$ cat src/rtl/multicycle_control_fsm.sv
// RV32I multicycle control sequencer: FETCH/EXEC/MEM/WB with illegal-op trap.
// Drives every datapath control input from instruction fields latched in FETCH.
module multicycle_control_fsm #(
    parameter bit MEM_WAIT_EN = 1'b1,
    parameter int CNT_W       = 32
) (
    input  logic             clk,
    input  logic             rst,
    input  logic [6:0]       opcode,
    input  logic [2:0]       funct3,
    input  logic [6:0]       funct7,
    input  logic             mem_ready,
    output logic             pc_wr,
    output logic             reg_wr,
    output logic             sel_A,
    output logic             sel_B,
    output logic [1:0]       wb_sel,
    output logic [2:0]       ImmSrc,
    output logic [3:0]       alu_op,
    output logic [2:0]       br_type,
    output logic [2:0]       ReadControl,
    output logic [2:0]       WriteControl,
    output logic             halted,
    output logic [CNT_W-1:0] instret
);
    typedef enum logic [2:0] {FETCH, EXEC, MEM, WB, TRAP} state_t;

    localparam logic [6:0] OP_R     = 7'h33;
    localparam logic [6:0] OP_I     = 7'h13;
    localparam logic [6:0] OP_LD    = 7'h03;
    localparam logic [6:0] OP_ST    = 7'h23;
    localparam logic [6:0] OP_BR    = 7'h63;
    localparam logic [6:0] OP_LUI   = 7'h37;
    localparam logic [6:0] OP_AUIPC = 7'h17;
    localparam logic [6:0] OP_JAL   = 7'h6F;
    localparam logic [6:0] OP_JALR  = 7'h67;

    state_t     state, state_nxt;
    logic [6:0] op_q;
    logic [2:0] f3_q;
    logic       alt_q;
    logic       unused_f7;

    // Only funct7[5] (sub/sra/srai) carries meaning in RV32I.
    assign unused_f7 = ^{funct7[6], funct7[4:0]};

    logic is_r, is_i, is_ld, is_st, is_br;
    logic is_lui, is_auipc, is_jal, is_jalr;
    logic op_ok, f3_ok, mem_done, act;

    assign is_r     = op_q == OP_R;
    assign is_i     = op_q == OP_I;
    assign is_ld    = op_q == OP_LD;
    assign is_st    = op_q == OP_ST;
    assign is_br    = op_q == OP_BR;
    assign is_lui   = op_q == OP_LUI;
    assign is_auipc = op_q == OP_AUIPC;
    assign is_jal   = op_q == OP_JAL;
    assign is_jalr  = op_q == OP_JALR;

    assign op_ok = opcode inside {OP_R, OP_I, OP_LD, OP_ST, OP_BR,
                                  OP_LUI, OP_AUIPC, OP_JAL, OP_JALR};
    assign mem_done = mem_ready || !MEM_WAIT_EN;

    always_comb begin
        f3_ok = 1'b1;
        if (is_ld) f3_ok = !(f3_q inside {3'd3, 3'd6, 3'd7});
        if (is_st) f3_ok = f3_q < 3'd3;
        if (is_br) f3_ok = !(f3_q inside {3'd2, 3'd3});
    end

    logic [3:0] alu_f3;

    always_comb begin
        alu_f3 = 4'd0;
        unique case (f3_q)
            3'd0: alu_f3 = (is_r && alt_q) ? 4'd1 : 4'd0;
            3'd1: alu_f3 = 4'd2;
            3'd2: alu_f3 = 4'd3;
            3'd3: alu_f3 = 4'd4;
            3'd4: alu_f3 = 4'd5;
            3'd5: alu_f3 = alt_q ? 4'd7 : 4'd6;
            3'd6: alu_f3 = 4'd8;
            3'd7: alu_f3 = 4'd9;
        endcase
    end

    logic       d_sel_a, d_sel_b;
    logic [1:0] d_wb;
    logic [2:0] d_imm, d_br, d_rc, d_wc;
    logic [3:0] d_alu;

    always_comb begin
        d_sel_a = 1'b0;
        d_sel_b = 1'b0;
        d_wb    = 2'd0;
        d_imm   = 3'd0;
        d_alu   = 4'd0;
        d_br    = 3'd0;
        d_rc    = 3'd0;
        d_wc    = 3'd0;
        unique case (1'b1)
            is_r: begin
                d_sel_a = 1'b1;
                d_wb    = 2'd1;
                d_alu   = alu_f3;
            end
            is_i: begin
                d_sel_a = 1'b1;
                d_sel_b = 1'b1;
                d_wb    = 2'd1;
                d_alu   = alu_f3;
            end
            is_ld: begin
                d_sel_a = 1'b1;
                d_sel_b = 1'b1;
                d_wb    = 2'd2;
                d_rc    = f3_q[2] ? f3_q : f3_q + 3'd1;
            end
            is_st: begin
                d_sel_a = 1'b1;
                d_sel_b = 1'b1;
                d_imm   = 3'd1;
                d_wc    = f3_q + 3'd1;
            end
            is_br: begin
                d_sel_b = 1'b1;
                d_imm   = 3'd2;
                // 000/001 -> 1/2, 100..111 -> 3..6
                d_br    = f3_q[2] ? f3_q - 3'd1 : f3_q + 3'd1;
            end
            is_lui: begin
                d_sel_b = 1'b1;
                d_imm   = 3'd3;
                d_alu   = 4'd10;
                d_wb    = 2'd1;
            end
            is_auipc: begin
                d_sel_b = 1'b1;
                d_imm   = 3'd3;
                d_wb    = 2'd1;
            end
            is_jal: begin
                d_sel_b = 1'b1;
                d_imm   = 3'd4;
                d_br    = 3'd7;
            end
            is_jalr: begin
                d_sel_a = 1'b1;
                d_sel_b = 1'b1;
                d_br    = 3'd7;
            end
            default: ;
        endcase
    end

    always_comb begin
        state_nxt    = state;
        act          = 1'b0;
        pc_wr        = 1'b0;
        reg_wr       = 1'b0;
        ReadControl  = 3'd0;
        WriteControl = 3'd0;
        halted       = 1'b0;
        unique case (state)
            FETCH: state_nxt = op_ok ? EXEC : TRAP;
            EXEC: begin
                if (!f3_ok) begin
                    state_nxt = TRAP;
                end else begin
                    act = 1'b1;
                    if (is_br) begin
                        pc_wr     = 1'b1;
                        state_nxt = FETCH;
                    end else if (is_ld || is_st) begin
                        state_nxt = MEM;
                    end else begin
                        state_nxt = WB;
                    end
                end
            end
            MEM: begin
                act         = 1'b1;
                ReadControl = d_rc;
                if (mem_done) begin
                    if (is_st) begin
                        WriteControl = d_wc;
                        pc_wr        = 1'b1;
                        state_nxt    = FETCH;
                    end else begin
                        state_nxt = WB;
                    end
                end
            end
            WB: begin
                act         = 1'b1;
                ReadControl = d_rc;
                reg_wr      = 1'b1;
                pc_wr       = 1'b1;
                state_nxt   = FETCH;
            end
            TRAP: halted = 1'b1;
            default: state_nxt = FETCH;
        endcase
    end

    assign sel_A   = act && d_sel_a;
    assign sel_B   = act && d_sel_b;
    assign wb_sel  = act ? d_wb  : 2'd0;
    assign ImmSrc  = act ? d_imm : 3'd0;
    assign alu_op  = act ? d_alu : 4'd0;
    assign br_type = act ? d_br  : 3'd0;

    always_ff @(posedge clk or posedge rst) begin
        if (rst) begin
            state   <= FETCH;
            op_q    <= 7'd0;
            f3_q    <= 3'd0;
            alt_q   <= 1'b0;
            instret <= '0;
        end else begin
            state <= state_nxt;
            if (state == FETCH) begin
                op_q  <= opcode;
                f3_q  <= funct3;
                alt_q <= funct7[5];
            end
            if (pc_wr) instret <= instret + CNT_W'(1);
        end
    end
endmodule
$ cat config.mk
export PLATFORM = sky130hd
export DESIGN_NAME = multicycle_control_fsm
export DESIGN_NICKNAME = d
export VERILOG_FILES = /design/src/rtl/multicycle_control_fsm.sv
export SDC_FILE = /design/constraint.sdc
export NUM_CORES = 1
export LEC_CHECK = 0
export CORE_MARGIN = 1.5
export CORE_UTILIZATION = 40
export DETAILED_ROUTE_END_ITERATION = 8
export PLACE_DENSITY = 0.76
export SLEW_MARGIN = 20
export SYNTH_ARGS = -nofsm -noshare
export SYNTH_HDL_FRONTEND = slang
export SYNTH_SLANG_ARGS = --single-unit
$ cat constraint.sdc
create_clock -name clk -period 4.5 [get_ports clk]
set_input_delay 0.45 -clock clk [delete_from_list [all_inputs] [get_ports clk]]
set_output_delay 0.45 -clock clk [all_outputs]
set_load 0.1 [all_outputs]
---- After elaboration in Yosys (flattened, before gate mapping) ----
Index checks and enable logic that the tools add are counted.
storage, ports and cells
  bits of input ports ..................... 20
  logic and storage cells ................. 98
  register bits after elaboration ......... 46
  output and inout port bits .............. 55
cells by class
  $add $sub $neg .......................... 3
  reductions and logical operators ........ 19
  multiplexer cells ....................... 39
  bitwise logic cells ..................... 1
  eq/ne operators ......................... 30
  magnitude comparators ................... 1
operators by type and width
  cell                     number
  $eq A7 B6 Y1 const B     6
  $eq A7 B7 Y1 const B     6
  $mux W3                  12
  $add A32 B1 Y32 const B  1
  $pmux W4 S8              1
  $eq A7 B5 Y1 const B     4
  $pmux W3 S4              2
  $eq A3 B3 Y1 const B     5
  $mux W1                  15
  $eq A7 B2 Y1 const B     2
  $eq A3 B2 Y1 const B     4
  $reduce_bool A9 Y1       1
  $pmux W4 S2              1
  $reduce_or A2 Y1         4
  $reduce_or A8 Y1         1
  $eq A3 B1 Y1 const B     2
  $logic_not A3 Y1         2
  $mux W2                  3
  $pmux W3 S2              1
  $reduce_or A5 Y1         1
  $mux W4                  1
  $pmux W2 S2              1
  $reduce_or A4 Y1         1
  $add A3 B1 Y3 const B    1
  12 further kinds         15

---- Longest topological paths before layout ----
Gate-level depths: netlist of the first run.
  depth in word-level cells ............... 9
  mapped depth ............................ 7
  gate-level depth less buffers ........... 7

---- Worst setup path after synthesis of the first run ----
No wires, ideal clock.
  path kind ............................... reg2out
  start point ............................. reg f3_q[1]
  end point ............................... out ImmSrc[1]
  data arrival time ....................... 4242 ps
  data required time ...................... 4050 ps
  buffers on the path ..................... 0
  setup slack ............................. -192 ps
  cell stages (with the launch flop) ...... 8
  cells stage by stage .................... dfrtp_1 ha_1 ha_1 inv_1 a21oi_1 o21ai_1 o31ai_1 nor4_1
between the ends
  cells in the longest elaborated chain, start to end .. 9
  elaborated cells on any way between the ends .. 15
  classes of those cells .................. order compare: 1; eq/ne: 4; mux: 6; reduce/logical: 4
ends and longest elaborated chain
  item                                                 RTL line  text
  start, declared                                      40        logic [2:0] f3_q;
  start signal, assigned                               225       f3_q <= funct3;
  $eq A3 B2 Y1 / $eq A3 B3 Y1 (equally long branches)  67, 69
  $reduce_bool A3 Y1                                   67        if (is_ld) f3_ok = !(f3_q inside {3'd3, 3'd6, 3'd7});
  $logic_not A1 Y1                                     67
  $mux W1                                              67
  $mux W1                                              68        if (is_st) f3_ok = f3_q < 3'd3;
  $mux W1 (*)                                          69        if (is_br) f3_ok = !(f3_q inside {3'd2, 3'd3});
  $mux W1 (*)                                          168       if (!f3_ok) begin
  $pmux W1 S2 (*)                                      165       unique case (state)
  $mux W3 (*)                                          210       assign ImmSrc = act ? d_imm : 3'd0;
  end, declared                                        18        output logic [2:0] ImmSrc,
Every way passes the cells marked *; elsewhere a longest branch is shown, timed or not.

---- Worst setup path in the final report of the first run ----
  start point ............................. reg op_q[2]
  end point ............................... out alu_op[0]
between the ends
  cells in the longest elaborated chain, start to end .. 7
  elaborated cells on any way between the ends .. 17
  classes of those cells .................. eq/ne: 6; mux: 9; reduce/logical: 2
ends and longest elaborated chain
  item                    RTL line  text
  start, declared         39        logic [6:0] op_q;
  start signal, assigned  224       op_q <= opcode;
  $eq A7 B2 Y1            53        assign is_ld = op_q == OP_LD;
  $mux W1                 67
  $mux W1                 68
  $mux W1                 69
  $mux W1                 168
  $pmux W1 S2             165
  $mux W4 (*)             211       assign alu_op = act ? d_alu : 4'd0;
  end, declared           19        output logic [3:0] alu_op,
Marked as above.

==> impl_metrics.py, run 1 <==
metrics = {
    "clocking": {
        "cts_made_buffers": 5,
        "cts.htree.levels": 2,
        "cts_root_buffer": "clkbuf_8",
        "clock_path_buffers": 2,
        "cts.sinks": 46,
        "ctsResizeCount": 0,
        "clk_pin_slew_ps": 90,
        "post_cts_buffers": 0,
        "tritoncts": "yes",
        "clk_latency_ps": 300,
        "cts_hold_buf": 0,
    },
    "synthesis": {
        "ys_top_cells_by_area": "dfrtp_1 42%, xnor2_1 9.2%, ha_1 5.0%",
        "syn_area_mm2": 0.002770,
        "synth_edf_count": 0,
        "ys_ff_latch": 46,
        "synth.largest_area_cell": "dfrtp_1",
        "synthFlopType": "dfrtp_1",
        "synth.avg_cell_area_um2": 9.652,
        "synthArstFlopShare": 1.000,
        "yosysSeqAreaShare": 0.4155,
        "yosysUniqueCellTypes": 47,
        "syn-num-nets": 318,
        "synthCells": 287,
        "yosysWarnings": 0,
        "synth_top_area_share": 0.4155,
    },
    "timing": {
        "drv_slew": 0,
        "worst_slew_pin_slew_ps": 1024,
        "relSlewSlack": 0.3113,
        "fmax_mhz": 286.2,
        "hold_violations": 0,
        "setup_violations": 0,
        "whs_ps": 477.4,
        "rsz0062_at_grt": "false",
        "tns_ps": 0,
        "min_period_over_period": 0.7765,
        "min_period_ps": 3494,
        "fin_worst_skew_ps": 5.707,
    },
    "route": {
        "first_iter_violations": 109,
        "remaining_drc_errors": 0,
        "ant_nets": 0,
        "vias": 2330,
        "vias_per_cell": 5.381,
        "post_drt_wl_per_cell_um": 14.19,
        "finalWirelength_um": 6143,
        "dr.pass1.iters": 4,
    },
    "critical_path": {
        "cp-start-kind": "flop",
        "required_ps": 4050,
        "end_kind": "primary output",
        "path_buf_inv": 1,
        "cp_slowest_cell": "clkdlybuf4s50_1",
        "critPathMaxStageDelay_ps": 1190,
        "cp.arrival_ps": 3040,
        "crit_type": "flop to primary output",
        "crit_family": "buffers and inverters",
        "crit_fanout": 11,
        "worst-path-stages": 5,
        "reg2reg_depth": 5,
        "crit_chain": "nand4bb_4 -> nor2_1 -> nand3_1 -> a211oi_1 -> clkdlybuf4s50_1",
    },
    "die": {
        "die_h_um": 86.22,
        "die_w_um": 86.22,
        "die_area_mm2": 0.007434,
        "core-area_mm2": 0.006756,
        "rows": 30,
        "initial_core_util": 0.4100,
        "ioPinCount": 75,
    },
    "power": {
        "p_per_area_mw_per_mm2": 237.7,
        "ir_drop_mv": 0.1312,
        "p_leak_nw": 1.380,
    },
    "cells_and_area": {
        "final_common_cell": "clkdlybuf4s50_1",
        "final_nets": 383,
        "postLayoutCellArea_mm2": 0.003596,
        "final_cell_mix": "59 x clkdlybuf4s50_1, 46 x dfrtp_1, 29 x xnor2_1",
        "diodes": 0,
        "area_growth_syn_to_layout_pct": 29.81,
        "fill_cells": 618,
        "drive_above_1_share": 0.1161,
    },
    "placement": {
        "gp_congestion": 0.8208,
        "dpl.hpwl_um": 4531,
        "placed_area_mm2": 0.003482,
        "io_buffers": 68,
    },
    "worst_hold_path": {
        "min_path_cells": 1,
        "hold_class": "flop to flop",
    },
    "global_route": {
        "grt_antenna_before_repair": 0,
        "grt_pass1_vias": 2317,
        "grt_max_degree": 47,
        "grt_usage": 0.1749,
        "overflow": 0,
        "grt_pass1_wl_um": 10600,
    },
    "status": {
        "status": "complete, no violations",
    },
    "run": {
        "drv_cap": 0,
    },
}
==> worst paths after layout <==
path,endpoint,slack (ps),from
worst max-delay path,alu_op[0],1010,op_q[2]
worst min-delay path,instret[31],480,instret[31]
worst max register to register,instret[19],2070,op_q[4]
worst min register to register,instret[31],480,instret[31]
max in group asynchronous,instret[31],3440,rst
min in group asynchronous,op_q[6],590,rst
==> per-layer routing <==
metal,share of wire,global-route usage,vias up
li1,-,-,1140
met1,0.46,0.2291,1109
met2,0.48,0.2956,74
met3,0.048,0.03810,7
met4,0.0081,0.04399,0
met5,0,0,-
==> state kept, by name, indices dropped and copies added (netlist names) <==
name     flops
instret     32
op_q         7
f3_q         3
alt_q        1
state        3
==> layout make-up <==
type | count | area, um^2 | share of cell area
inverter | 14 | 53.80 | 0.01496
clock buffer | 5 | 68.82 | 0.01914
tap | 80 | 100.1 | 0.02784
sequential | 46 | 1151 | 0.3201
clock inverter | 3 | 43.79 | 0.01218
multi-input combinational | 216 | 1513 | 0.4207
timing repair buffer | 69 | 665.6 | 0.1851
==> synthesized netlist by cell type, drive strengths merged (4+ instances only) <==
master	number
nand4	14
and4	7
ha	11
and2	4
buf	5
nand2	28
nor4	4
nor2b	4
a21oi	14
xnor2	29
o21ai	13
nor3	7
mux2	6
clkbuf	6
inv	14
nand3	18
and3	4
dfrtp	46
nor2	21
==> cells by family (layout without fill, tap and decap cells) <==
group                      count (synthesis)  in the layout  share of synthesized area
AOI/OAI and AO/OA                         39             39                    0.09124
xor gates and xnor gates                  32             32                     0.1012
adders and majority gates                 11             11                    0.04968
buffers and inverters                     25             91                    0.04065
DFF                                       46             46                     0.4155
muxes                                      8              8                    0.03162
and+or+nand+nor                          126            126                     0.2701
==> per-stage QoR <==
stage,utilization,power [W],cells,setup WS [ps]
floorplan,-,0.0005162,287,207.1
global placement,0.5154,0.0005445,425,1404
detailed placement,0.5154,0.0005459,425,1401
CTS,0.5320,0.0008641,433,1035
global route,0.5322,0.0008939,433,861.0
finish,0.5322,0.0008546,433,1006
==> where the power goes <==
group / switching (W) / internal [W]
Clock: 0.000149 / 0.000167
Combinational: 0.0000492 / 0.0000412
Sequential: 0.0000247 / 0.000424
Power figures use the tool's default switching activity.
==> run 2: changes to the inputs <==
Clock period 4.5 ns to 3.6 ns, I/O delays scaled along.
==> impl_metrics.py, run 2 (synthesis gave the netlist of run 1 again) <==
metrics = {
    "status": {
        "status": "complete, no violations",
    },
    "timing": {
        "setup_violations": 0,
        "hold_violations": 0,
        "setup_ws_ps": 774.9,
        "fin_worst_skew_ps": 6.434,
        "drv_slew": 0,
        "min_period_over_period": 0.7847,
        "worst_slew_pin_slew_ps": 994.8,
        "min_period_ps": 2825,
        "fmax_mhz": 354.0,
        "whs_ps": 488.2,
        "rsz0062_at_grt": "false",
        "relSlewSlack": 0.3347,
        "tns_ps": 0,
    },
    "die": {
        "core-area_mm2": 0.006756,
        "rows": 30,
        "die_area_mm2": 0.007434,
        "initial_core_util": 0.4100,
        "die_w_um": 86.22,
        "die_h_um": 86.22,
        "ioPinCount": 75,
    },
    "placement": {
        "gp_congestion": 0.8352,
        "io_buffers": 68,
        "dp_slack_ps": 1004,
        "dpl.hpwl_um": 4672,
    },
    "power": {
        "p_leak_nw": 1.398,
        "p_total_w": 0.001014,
        "ir_drop_mv": 0.1707,
        "p_per_area_mw_per_mm2": 284.3,
    },
    "clocking": {
        "post_cts_buffers": 0,
        "cts.htree.levels": 2,
        "clk_pin_slew_ps": 90,
        "cts_hold_buf": 0,
        "clock_path_buffers": 2,
        "cts_root_buffer": "clkbuf_8",
        "cts.sinks": 46,
        "cts_made_buffers": 5,
        "ctsResizeCount": 0,
        "clk_latency_ps": 300,
        "tritoncts": "yes",
    },
    "cells_and_area": {
        "register_area_mm2": 0.001151,
        "diodes": 0,
        "top_register": "instret",
        "final_nets": 384,
        "fill_cells": 598,
        "drive_above_1_share": 0.1667,
        "largest_reg_flops": 32,
        "multi_input_area_mm2": 0.001529,
        "final_common_cell": "dfrtp_1",
        "top_regs": "instret x32, op_q x7",
        "area_growth_syn_to_layout_pct": 28.73,
        "final_cell_mix": "46 x dfrtp_1, 45 x clkdlybuf4s50_1, 29 x xnor2_1",
    },
    "critical_path": {
        "cp_slowest_cell": "dfrtp_1",
        "crit_chain": "ha_1 -> ha_1 -> inv_1 -> a21oi_1 -> o21ai_1 -> o31ai_1 -> buf_4 -> nor4_2 -> buf_4",
        "crit_family": "buffers and inverters",
        "end_kind": "primary output",
        "path_buf_inv": 3,
        "reg2reg_to": "instret[31]",
        "r2r-start": "op_q[4]",
        "critPathMaxStageDelay_ps": 480,
        "required_ps": 3240,
        "cp.arrival_ps": 2470,
        "reg2reg_depth": 5,
        "cp-start-kind": "flop",
        "crit_type": "flop to primary output",
        "rrSetupSlack_ps": 1130,
        "crit_fanout": 9,
    },
    "route": {
        "finalWirelength_um": 6241,
        "dr.pass1.iters": 4,
        "ant_nets": 0,
        "first_iter_violations": 88,
        "post_drt_wl_per_cell_um": 14.38,
        "vias_per_cell": 5.387,
        "vias": 2338,
        "remaining_drc_errors": 0,
    },
    "run": {
        "drv_cap": 0,
    },
    "global_route": {
        "grt_max_degree": 47,
        "grt_usage": 0.1740,
        "grt_antenna_before_repair": 0,
        "grt_pass1_wl_um": 10450,
        "overflow": 0,
        "grt_pass1_vias": 2226,
    },
    "worst_hold_path": {
        "hold_class": "flop to flop",
        "worstHoldEndpoint": "instret[31]",
        "hold_start": "instret[31]",
        "min_path_cells": 1,
    },
}
==> run 2: layer usage <==
| layer | GRT usage | part of all wire | vias up |
|---|---|---|---|
| li1 | - | - | 1135 |
| met1 | 0.2279 | 0.45 | 1126 |
| met3 | 0.03429 | 0.046 | 5 |
| met5 | 0 | 0 | - |
| met2 | 0.2971 | 0.49 | 72 |
| met4 | 0.04252 | 0.0095 | 0 |
==> run 2: layout make-up <==
cell class / instances / share of cell area
multi-input combinational: 216 / 0.4288
inverter: 14 / 0.01509
clock inverter: 3 / 0.007018
timing repair buffer: 70 / 0.1789
clock buffer: 5 / 0.01930
sequential: 46 / 0.3228
tap: 80 / 0.02807
==> run 2: worst max-delay path by stage <==
stage | start | to | slack [ps] | depth (start not counted)
after detailed placement | mem_ready | pc_wr | 1000 | 5
final | f3_q[1] | ImmSrc[1] | 770 | 9
after floorplan | f3_q[1] | ImmSrc[1] | 150 | 7
after global placement | mem_ready | pc_wr | 1040 | 5
after CTS | f3_q[1] | ImmSrc[1] | 770 | 9
after global routing | f3_q[1] | ImmSrc[1] | 620 | 9
==> run 2: power by group <==
part	leakage (nW)	switching, W	internal (W)
sequential	0.603	0.0000309	0.000530
clock	0.0447	0.000196	0.000141
combinational	0.750	0.0000650	0.0000519
==> run 2: stage by stage <==
step	std cells	area [um^2]	utilization
floorplan	287	2793	-
global placement	426	3471	0.5137
detailed placement	426	3471	0.5137
CTS	434	3565	0.5276
global route	434	3566	0.5278
finish	434	3566	0.5278
==> run 3: changes to the inputs <==
Settings changed: PLACE_DENSITY 0.76 to 0.79.
Clock period 3.6 ns to 2.4 ns, I/O delays scaled along.
==> impl_metrics.py, run 3 (synthesis gave the netlist of run 1 again) <==
metrics = {
    "die": {
        "die_w_um": 86.22,
        "die_h_um": 86.22,
        "rows": 30,
        "ioPinCount": 75,
        "core-area_mm2": 0.006756,
        "initial_core_util": 0.4100,
        "die_area_mm2": 0.007434,
    },
    "clocking": {
        "cts_hold_buf": 0,
        "cts_root_buffer": "clkbuf_8",
        "clk_pin_slew_ps": 90,
        "clock_path_buffers": 2,
        "clk_latency_ps": 310,
        "cts.sinks": 46,
        "tritoncts": "yes",
        "cts.htree.levels": 2,
        "cts_made_buffers": 5,
    },
    "critical_path": {
        "crit_fanout": 4,
        "required_ps": 2160,
        "crit_family": "buffers and inverters",
        "cp.arrival_ps": 2350,
        "crit_chain": "buf_6 -> ha_4 -> mux2i_1 -> a21oi_2 -> o21ai_2 -> o31ai_4 -> buf_4 -> nor4_4 -> buf_12",
        "critPathMaxStageDelay_ps": 430,
        "end_kind": "primary output",
        "rrSetupSlack_ps": 190,
        "path_buf_inv": 3,
        "crit_type": "flop to primary output",
        "cp-start-kind": "flop",
        "cp_slowest_cell": "dfrtp_1",
    },
    "global_route": {
        "grt_pass1_vias": 2445,
        "grt_max_degree": 25,
        "grt_usage": 0.1906,
        "grt_pass1_wl_um": 11220,
        "grt_antenna_before_repair": 0,
        "overflow": 0,
    },
    "cells_and_area": {
        "final_common_cell": "buf_4",
        "top_register": "instret",
        "postLayoutCellArea_mm2": 0.004199,
        "largest_reg_flops": 32,
        "top_regs": "instret x32, op_q x7",
        "final_cell_mix": "57 x buf_4, 32 x dfrtp_1, 29 x xnor2_1",
        "fin_cells": 461,
        "final_nets": 411,
        "drive_above_1_share": 0.4147,
        "diodes": 0,
        "area_growth_syn_to_layout_pct": 51.58,
    },
    "placement": {
        "io_buffers": 68,
        "dp.cells": 444,
        "placed_area_mm2": 0.003935,
        "gp_congestion": 0.8487,
        "dpl.hpwl_um": 5085,
    },
    "route": {
        "post_drt_wl_per_cell_um": 15.49,
        "dr.pass1.iters": 4,
        "finalWirelength_um": 7141,
        "ant_nets": 0,
        "vias": 2487,
        "vias_per_cell": 5.395,
        "first_iter_violations": 90,
        "remaining_drc_errors": 0,
    },
    "timing": {
        "fin_worst_skew_ps": 9.024,
        "drv_slew": 0,
        "rsz0062_at_grt": "true",
        "relSlewSlack": 0.6308,
        "tns_ps": -411.7,
        "worst_slew_pin_slew_ps": 553.0,
        "min_period_over_period": 1.079,
        "setup_violations": 6,
        "hold_violations": 0,
        "setup_ws_ps": -189.3,
        "fmax_mhz": 386.2,
        "min_period_ps": 2589,
    },
    "power": {
        "p_per_area_mw_per_mm2": 382.8,
        "p_leak_nw": 1.671,
        "ir_drop_mv": 0.2433,
    },
    "run": {
        "drv_cap": 0,
    },
    "status": {
        "status": "finished with violations",
        "violations": "negative setup slack",
    },
    "worst_hold_path": {
        "hold_class": "input port to asynchronous set/reset pin",
    },
}
[run 3: cell types whose count changed in the layout (fill, tap and decap cells not counted), sizes merged]
| cell | previous run | this run |
|---|---|---|
| clkinvlp | 1 | 2 |
| inv | 14 | 15 |
| clkdlybuf4s50 | 45 | 13 |
| buf | 25 | 84 |
| clkinv | 2 | 0 |
[run 3: through the flow]
stage,hold slack (ps),worst slack (ps),power (W),utilization
after floorplan,356.8,-692.3,0.0009872,-
after global placement,470.2,-18.98,0.001081,0.5824
after detailed placement,473.9,-109.7,0.001088,0.5824
after CTS,309.9,-53.32,0.001608,0.6074
after global routing,351.3,-279.2,0.001691,0.6215
final,298.6,-189.3,0.001608,0.6215
[run 3: where the power goes]
part	internal (W)	total (W)	switching (W)
logic	0.000130	0.000285	0.000156
registers	0.000794	0.000822	0.0000279
clock network	0.000209	0.000500	0.000291
total	0.00113	0.00161	0.000475
[run 3: layer usage]
| metal | track usage | vias to the layer above | wire length [um] |
|---|---|---|---|
| li1 | - | 1190 | - |
| met1 | 0.2338 | 1205 | 3127 |
| met2 | 0.3314 | 82 | 3571 |
| met3 | 0.04381 | 10 | 345 |
| met4 | 0.06305 | 0 | 97 |
| met5 | 0 | - | 0 |
[run 3: worst paths after layout]
check / depth (start not counted) / start / endpoint
min: 2 / rst / op_q[2]
max in group asynchronous: 3 / rst / instret[9]
min in group clk: 1 / instret[13] / instret[13]
min reg2reg: 1 / instret[13] / instret[13]
max: 9 / f3_q[1] / ImmSrc[1]
max reg2reg: 8 / f3_q[1] / instret[25]
[run 3: worst reg2reg max path: stages, from the launching register on]
cell     delay [ps]
dfrtp_1         430
buf_6           140
buf_4           140
nor2b_2         170
or4_4           560
o22ai_4         210
buf_12          170
nand4_1         130
xnor2_1         150
[run 3: layout make-up]
cell class	instances	area, um^2
clock inverter	3	23.77
tap	80	100.1
timing repair buffer	97	1090
sequential	46	1169
fill	567	2557
multi-input combinational	216	1695
inverter	14	52.55
clock buffer	5	68.82
[run 3: repair_timing]
item / CTS / global route
setup buffers: 4 / 6
gates resized for setup: 11 / 11
pin swaps: 4 / 4
endpoints found under the setup margin: 10 / 11
